`config.mk`:
```
export PLATFORM = sky130hd
export DESIGN_NAME = countdown_ctrl_flat
export DESIGN_NICKNAME = d
export VERILOG_FILES = /design/src/rtl/countdown_ctrl_if.sv /design/src/rtl/countdown_ctrl.sv /design/src/flat_wrapper.sv
export SDC_FILE = /design/constraint.sdc
export NUM_CORES = 1
export LEC_CHECK = 0
export CAP_MARGIN = 40
export CORE_ASPECT_RATIO = 1.1
export CORE_MARGIN = 2
export CORE_UTILIZATION = 55
export CTS_CLUSTER_DIAMETER = 100
export DETAILED_ROUTE_END_ITERATION = 6
export PLACE_DENSITY_LB_ADDON = 0.2
export SLEW_MARGIN = 20
export SYNTH_ARGS = -nofsm -noshare
export SYNTH_HDL_FRONTEND = slang
export SYNTH_SLANG_ARGS = --single-unit
```
`constraint.sdc`:
```
create_clock -name clk -period 6.3 [get_ports clk]
set_clock_uncertainty 0.05 [all_clocks]
set_input_delay 1.26 -clock clk [delete_from_list [all_inputs] [get_ports clk]]
set_output_delay 1.26 -clock clk [all_outputs]
set_load 0.02 [all_outputs]
```
`src/rtl/countdown_ctrl_if.sv`:
```
// countdown_ctrl_if: button/tick inputs and display digit/enable outputs
// of the mm:ss countdown sequencer, grouped for port connection.
interface countdown_ctrl_if;

    // Inputs to the controller
    logic       tick;
    logic       btn_start;
    logic       btn_set_min;
    logic       btn_set_sec;
    logic       btn_clear;

    // Digit values to the display scan module
    logic [3:0] digit_3;
    logic [3:0] digit_2;
    logic [3:0] digit_1;
    logic [3:0] digit_0;

    // Digit enables to the display scan module
    logic       enable_3;
    logic       enable_2;
    logic       enable_1;
    logic       enable_0;

    // Expiry indicator
    logic       alarm;

    // Source of the pulses: tick prescaler, debouncers, testbench
    modport master (
        output tick,
        output btn_start,
        output btn_set_min,
        output btn_set_sec,
        output btn_clear,
        input  digit_3,
        input  digit_2,
        input  digit_1,
        input  digit_0,
        input  enable_3,
        input  enable_2,
        input  enable_1,
        input  enable_0,
        input  alarm
    );

    // The countdown controller itself
    modport slave (
        input  tick,
        input  btn_start,
        input  btn_set_min,
        input  btn_set_sec,
        input  btn_clear,
        output digit_3,
        output digit_2,
        output digit_1,
        output digit_0,
        output enable_3,
        output enable_2,
        output enable_1,
        output enable_0,
        output alarm
    );

endinterface

```
`src/rtl/countdown_ctrl.sv`:
```
// countdown_ctrl: mm:ss BCD countdown sequencer (IDLE/RUN/PAUSE/DONE).
// Optional macro LEADING_ZERO_BLANK_EN blanks leading minute digits.
module countdown_ctrl #(
    parameter int unsigned ALARM_TICKS = 10
) (
    input  logic             clk,
    input  logic             rst,
    countdown_ctrl_if.slave  bus
);

    typedef enum logic [1:0] {
        S_IDLE  = 2'd0,
        S_RUN   = 2'd1,
        S_PAUSE = 2'd2,
        S_DONE  = 2'd3
    } state_t;

    typedef struct packed {
        logic [3:0] m_t;
        logic [3:0] m_o;
        logic [3:0] s_t;
        logic [3:0] s_o;
    } mmss_t;

    localparam logic [7:0] ALARM_LIM = 8'(ALARM_TICKS);
    localparam bit         ALARM_AUTO = (ALARM_TICKS != 0);

    // Minutes +1 in BCD, 99 wraps to 00; seconds untouched.
    function automatic mmss_t inc_min(input mmss_t v);
        mmss_t r;
        r = v;
        if (v.m_o == 4'd9) begin
            r.m_o = 4'd0;
            r.m_t = (v.m_t == 4'd9) ? 4'd0 : v.m_t + 4'd1;
        end else begin
            r.m_o = v.m_o + 4'd1;
        end
        return r;
    endfunction

    // Seconds +1 in BCD, 59 wraps to 00; minutes untouched.
    function automatic mmss_t inc_sec(input mmss_t v);
        mmss_t r;
        r = v;
        if (v.s_o == 4'd9) begin
            r.s_o = 4'd0;
            r.s_t = (v.s_t == 4'd5) ? 4'd0 : v.s_t + 4'd1;
        end else begin
            r.s_o = v.s_o + 4'd1;
        end
        return r;
    endfunction

    // One-second decrement with BCD borrow through all four digits.
    // Saturates at 00:00 so a stray zero value can never underflow.
    function automatic mmss_t dec_one(input mmss_t v);
        mmss_t r;
        r = v;
        if (v == '0) begin
            r = '0;
        end else if (v.s_o != 4'd0) begin
            r.s_o = v.s_o - 4'd1;
        end else if (v.s_t != 4'd0) begin
            r.s_o = 4'd9;
            r.s_t = v.s_t - 4'd1;
        end else if (v.m_o != 4'd0) begin
            r.s_o = 4'd9;
            r.s_t = 4'd5;
            r.m_o = v.m_o - 4'd1;
        end else begin
            r.s_o = 4'd9;
            r.s_t = 4'd5;
            r.m_o = 4'd9;
            r.m_t = v.m_t - 4'd1;
        end
        return r;
    endfunction

    state_t     r_state;
    mmss_t      r_cur;
    mmss_t      r_preset;
    logic       r_blink;
    logic [7:0] r_acnt;

    state_t     w_state;
    mmss_t      w_cur;
    mmss_t      w_preset;
    logic       w_blink;
    logic [7:0] w_acnt;

    mmss_t      w_set_val;
    mmss_t      w_dec_val;
    logic       w_cur_zero;
    logic [7:0] w_acnt_inc;
    logic       w_alarm;
    logic       w_dark;
    logic [3:0] w_base_en;
    logic [3:0] w_en;

    assign w_cur_zero = (r_cur == '0);
    assign w_dec_val  = dec_one(r_cur);
    assign w_acnt_inc = r_acnt + 8'd1;

    // Value after any set buttons pressed this cycle (both may apply).
    always_comb begin
        w_set_val = r_cur;
        if (bus.btn_set_min) begin
            w_set_val = inc_min(w_set_val);
        end
        if (bus.btn_set_sec) begin
            w_set_val = inc_sec(w_set_val);
        end
    end

    // State, count, preset, blink and DONE-tick counter registers.
    always_ff @(posedge clk) begin
        if (rst) begin
            r_state  <= S_IDLE;
            r_cur    <= '0;
            r_preset <= '0;
            r_blink  <= 1'b1;
            r_acnt   <= 8'd0;
        end else begin
            r_state  <= w_state;
            r_cur    <= w_cur;
            r_preset <= w_preset;
            r_blink  <= w_blink;
            r_acnt   <= w_acnt;
        end
    end

    // Next-state logic; clear overrides every state.
    always_comb begin
        w_state  = r_state;
        w_cur    = r_cur;
        w_preset = r_preset;
        w_blink  = r_blink;
        w_acnt   = r_acnt;
        if (bus.btn_clear) begin
            w_state  = S_IDLE;
            w_cur    = '0;
            w_preset = '0;
            w_blink  = 1'b1;
            w_acnt   = 8'd0;
        end else begin
            unique case (r_state)
                S_IDLE: begin
                    if (bus.btn_start && !w_cur_zero) begin
                        w_preset = r_cur;
                        w_state  = S_RUN;
                    end else begin
                        w_cur = w_set_val;
                    end
                end
                S_RUN: begin
                    if (bus.btn_start) begin
                        w_state = S_PAUSE;
                    end else if (bus.tick) begin
                        w_cur = w_dec_val;
                        if (w_dec_val == '0) begin
                            w_state = S_DONE;
                            w_blink = 1'b1;
                            w_acnt  = 8'd0;
                        end
                    end
                end
                S_PAUSE: begin
                    if (bus.btn_start) begin
                        w_state = S_RUN;
                    end
                end
                S_DONE: begin
                    if (bus.btn_start) begin
                        w_state = S_IDLE;
                        w_cur   = r_preset;
                        w_blink = 1'b1;
                        w_acnt  = 8'd0;
                    end else if (bus.tick) begin
                        w_blink = ~r_blink;
                        w_acnt  = w_acnt_inc;
                        if (ALARM_AUTO && w_acnt_inc == ALARM_LIM) begin
                            w_state = S_IDLE;
                            w_cur   = r_preset;
                            w_blink = 1'b1;
                            w_acnt  = 8'd0;
                        end
                    end
                end
                default: begin
                    w_state = S_IDLE;
                end
            endcase
        end
    end

    // Register-only output decode: blink dims all digits in DONE.
    always_comb begin
        w_alarm   = (r_state == S_DONE);
        w_dark    = w_alarm && !r_blink;
        w_base_en = {4{~w_dark}};
`ifdef LEADING_ZERO_BLANK_EN
        w_en = w_base_en & {
            (r_cur.m_t != 4'd0),
            (r_cur.m_t != 4'd0) || (r_cur.m_o != 4'd0),
            2'b11
        };
`else
        w_en = w_base_en;
`endif
    end

    assign bus.digit_3  = r_cur.m_t;
    assign bus.digit_2  = r_cur.m_o;
    assign bus.digit_1  = r_cur.s_t;
    assign bus.digit_0  = r_cur.s_o;
    assign bus.enable_3 = w_en[3];
    assign bus.enable_2 = w_en[2];
    assign bus.enable_1 = w_en[1];
    assign bus.enable_0 = w_en[0];
    assign bus.alarm    = w_alarm;

endmodule

```
`src/flat_wrapper.sv`:
```
// flat-port wrapper written by rule: the top's interface ports become plain ports
module countdown_ctrl_flat 
#(
    parameter int unsigned ALARM_TICKS = 10
)
  (clk, rst, bus_tick, bus_btn_start, bus_btn_set_min, bus_btn_set_sec, bus_btn_clear, bus_digit_3, bus_digit_2, bus_digit_1, bus_digit_0, bus_enable_3, bus_enable_2, bus_enable_1, bus_enable_0, bus_alarm);
  countdown_ctrl_if bus_i ();
  input  logic clk;
  input  logic rst;
  input wire logic [$bits(bus_i.tick)-1:0] bus_tick;
  input wire logic [$bits(bus_i.btn_start)-1:0] bus_btn_start;
  input wire logic [$bits(bus_i.btn_set_min)-1:0] bus_btn_set_min;
  input wire logic [$bits(bus_i.btn_set_sec)-1:0] bus_btn_set_sec;
  input wire logic [$bits(bus_i.btn_clear)-1:0] bus_btn_clear;
  output wire logic [$bits(bus_i.digit_3)-1:0] bus_digit_3;
  output wire logic [$bits(bus_i.digit_2)-1:0] bus_digit_2;
  output wire logic [$bits(bus_i.digit_1)-1:0] bus_digit_1;
  output wire logic [$bits(bus_i.digit_0)-1:0] bus_digit_0;
  output wire logic [$bits(bus_i.enable_3)-1:0] bus_enable_3;
  output wire logic [$bits(bus_i.enable_2)-1:0] bus_enable_2;
  output wire logic [$bits(bus_i.enable_1)-1:0] bus_enable_1;
  output wire logic [$bits(bus_i.enable_0)-1:0] bus_enable_0;
  output wire logic [$bits(bus_i.alarm)-1:0] bus_alarm;
  assign bus_i.tick = bus_tick;
  assign bus_i.btn_start = bus_btn_start;
  assign bus_i.btn_set_min = bus_btn_set_min;
  assign bus_i.btn_set_sec = bus_btn_set_sec;
  assign bus_i.btn_clear = bus_btn_clear;
  assign bus_digit_3 = bus_i.digit_3;
  assign bus_digit_2 = bus_i.digit_2;
  assign bus_digit_1 = bus_i.digit_1;
  assign bus_digit_0 = bus_i.digit_0;
  assign bus_enable_3 = bus_i.enable_3;
  assign bus_enable_2 = bus_i.enable_2;
  assign bus_enable_1 = bus_i.enable_1;
  assign bus_enable_0 = bus_i.enable_0;
  assign bus_alarm = bus_i.alarm;
  countdown_ctrl #(.ALARM_TICKS(ALARM_TICKS)) u_core (.clk(clk), .rst(rst), .bus(bus_i));
endmodule
```
==> qor.csv <==
stage,metric,value,unit
status,run status,"complete, no violations",
global_routing,GRT overflow,0,
cts,clk sink count,43,
yosys,register area share after synthesis,0.2715,
cts,clock root cell,clkbuf_8,
final_layout,post-route cell area,3503,sq um
floorplan,Chip Width,76.39,um
final_layout,area delta synth->final,10.50,%
global_routing,initial antenna violation count,0,
yosys,Syn Inst Count,394,
critical_path,CP max-delay cell,clkdlybuf4s50_1,
floorplan,num ports,28,
global_routing,first-pass GRT wire length,13750,um
placed_design,HPWL after detailed placement,5773,um
cts,Post-CTS Hold Fix Bufs,0,
cts,CTS tree,built,
final_layout,most frequent cells in the layout,"43 x dfxtp_1, 38 x nor2_1, 34 x nand2_1, 31 x mux2i_1, 27 x clkdlybuf4s50_1",
critical_path,Startpoint Class,flip-flop,
placed_design,Port Buf Inserts,27,
cts,cts bufs inserted,5,
timing,f_max,289.3,MHz
placed_design,GP Congestion,0.9033,
timing,unrepaired setup endpoints after global routing,false,
critical_path,critical path startpoint,u_core.r_state[0],
cts,clock tree buffer depth,2,
hold_path,hold path start,u_core.r_preset[11],
final_layout,Layout Nets,411,
timing,hold_ws,0.4446,ns
critical_path,Worst Reg-to-Reg Cells,6,
yosys,"FF+latch count, synth",43,
drt,DR iter-0 viols,265,
global_routing,vias in the first global route,2736,
yosys,Yosys warning count,0,
critical_path,worst r2r dst,u_core.r_acnt[6],
critical_path,"Req. time, crit path",4.99,ns
critical_path,crit-path cells,buf_4 -> and2_1 -> nand2b_1 -> clkdlybuf4s50_1,
drt,antenna-violating nets left,0,
critical_path,Crit Path Max Fanout,34,
floorplan,Die ar.,6389,sq um
final_layout,Register Area,860.8,sq um
cts,clock slew seen by the registers of the worst setup and hold paths,0.08,ns
drt,DR DRC count,0,
final_layout,Antenna Cells,0,
cts,htree depth,2,
yosys,Syn Std Cell Area,3171,sq um
cts,Skew-Pair Late Insertion Delay,0.30,ns
critical_path,flop2flop setup slack,3.28,ns
timing,worst-margin pin slew,0.8850,ns
drt,Routed WL,8254,um
floorplan,Initial Util,0.5601,
floorplan,DIE HEIGHT,83.63,um
hold_path,cell depth of the worst hold path,2,
yosys,Yosys cell types,73,
timing,final worst path period share,0.5487,
timing,Sum Neg Setup Slack,0,ns
drt,drt first pass iters,5,
critical_path,WP data arrival,2.15,ns
final_layout,footprint of the multi-input gates,2107,sq um
cts,setup repair bufs after CTS,0,
power_and_ir_drop,Static Leakage,1.275,nW
power_and_ir_drop,Max VDD drop,0.09800,mV
drt,vias per cell,6.326,
final_layout,"commonest non-fill, non-tap cell in the layout",dfxtp_1,
placed_design,dpl cell area,3407,sq um
floorplan,core area,5660,sq um
critical_path,Worst path max stage delay,0.57,ns
yosys,Post-synth EDFFs,0,
critical_path,Crit. End Element,primary output,
hold_path,Hold Path Sink,u_core.r_preset[11],
cts,CTS resizes,0,
yosys,"Avg Cell Area, Syn",8.047,sq um
timing,Final Critical Period,3.457,ns
timing,final hold vios,0,
critical_path,worst reg2reg startpoint,u_core.bus.digit_1[0],
power_and_ir_drop,Overall Power,684.5,uW
critical_path,Crit Path Category,flip-flop to primary output,
hold_path,HP Class,flip-flop to flip-flop,
floorplan,floorplan row count,29,
timing,Final setup viols,0,
drt,Vias,3005,
final_layout,Fillers,542,
power_and_ir_drop,power density over the cells,195.4,nW/um^2
global_routing,overall routing resource usage,0.2623,
yosys,Syn Nets,408,
yosys,asr flop ratio synth,0,
timing,"Slew Viols, Final",0,
final_layout,share of layout cells above drive strength 1,0.09296,
yosys,ys flop type,dfxtp_1,
timing,Slew headroom,0.4061,
drt,drt wl/cell,17.38,um
run,# Max-Cap Violations,0,
global_routing,largest net degree at the start of global routing,37,
critical path: cells and delay by family (launching register included):
family	cells	cell delay (ns)
buffers and inverters	2	0.89
AND/OR/NAND/NOR	2	0.64
flip-flops	1	0.31
how the worst max path moves through the flow:
stage                                  to  slack (ns)  cells after the start
floorplan           u_core.bus.digit_2[0]        3.49                      7
global placement    u_core.bus.digit_0[1]        2.80                      5
detailed placement  u_core.bus.digit_3[1]        2.80                      7
CTS                          bus_enable_1        2.55                      3
global route                 bus_enable_2        2.75                      4
finish                       bus_enable_1        2.84                      4
state kept, by name, indices dropped and copies added (netlist names):
name and count:
u_core.bus.digit_0 4, u_core.bus.digit_1 4, u_core.bus.digit_2 4, u_core.bus.digit_3 4, u_core.r_acnt 8, u_core.r_blink 1, u_core.r_preset 16, u_core.r_state 2
stage by stage:
stage,setup WS (ns),instances,utilization
floorplan,3.488,394,-
detailed placement,2.797,466,0.6019
finish,2.843,475,0.6189
global route,2.751,475,0.6189
global placement,2.798,464,0.5984
CTS,2.550,474,0.6163
synthesized netlist by cell type, types with 2 or more instances:
master     number  area, sq um
a2111oi_0       2        17.52
a211oi_1        8        60.06
a21o_1          2        15.01
a21oi_1        19        95.09
a221oi_1        3        26.28
a22o_1          3        26.28
a22oi_1         2        15.01
a311o_1         2        20.02
a311oi_1        2        17.52
a31o_2          2        17.52
a31oi_1         8        50.05
a32o_1          2        20.02
and2_1          3        18.77
and3_1          3        18.77
and4_1          2        17.52
buf_2           6        30.03
buf_4           4        30.03
clkbuf_1       25        93.84
dfxtp_1        43        860.8
ha_1            7        87.58
inv_1          10        37.54
mux2i_1        31        310.3
nand2_1        34        127.6
nand2_2         2        12.51
nand2b_1        7        43.79
nand3_1        13        65.06
nand3b_1        2        15.01
nor2_1         38        142.6
nor2b_1         7        43.79
nor3_1         10        50.05
nor4_1          9        56.30
nor4_2          2        25.02
o21ai_0        15        75.07
o21bai_1        2        15.01
o221ai_1        4        35.03
o22ai_1         2        12.51
o311ai_0        4        35.03
o31ai_1         4        30.03
o32ai_1         2        17.52
or2_2           4        25.02
or3_1           6        37.54
xnor2_1         7        61.31
metal layers:
metal  vias up  routed length, um  track usage  part of all wire
met5         -                  0            0                 0
met4         0                141      0.08264             0.017
met3        14                434      0.04221             0.053
met2       102               4057       0.4425              0.49
met1      1419               3621       0.3430              0.44
li1       1470                  -            -                 -
where the power goes:
group	leakage, nW	internal [mW]	switching, mW
Clock	0.0422	0.0779	0.0946
Sequential	0.347	0.277	0.0165
Combinational	0.886	0.0879	0.131
final cells by class:
type                       count  share of cell area
inverter                      10             0.01071
multi-input combinational    305              0.6014
clock inverter                 1            0.001429
clock buffer                   7             0.02179
sequential                    43              0.2457
timing repair buffer          32             0.09143
tap                           77             0.02750
cell families after synthesis:
family | Yosys count | synth area share
simple gates | 154 | 0.2660
compound gates | 104 | 0.2463
buf+inv | 46 | 0.06393
flops | 43 | 0.2715
mux | 32 | 0.1026
xor+xnor | 8 | 0.02210
fa+ha+maj | 7 | 0.02762
Note: power is estimated with default switching activity, not from simulation.
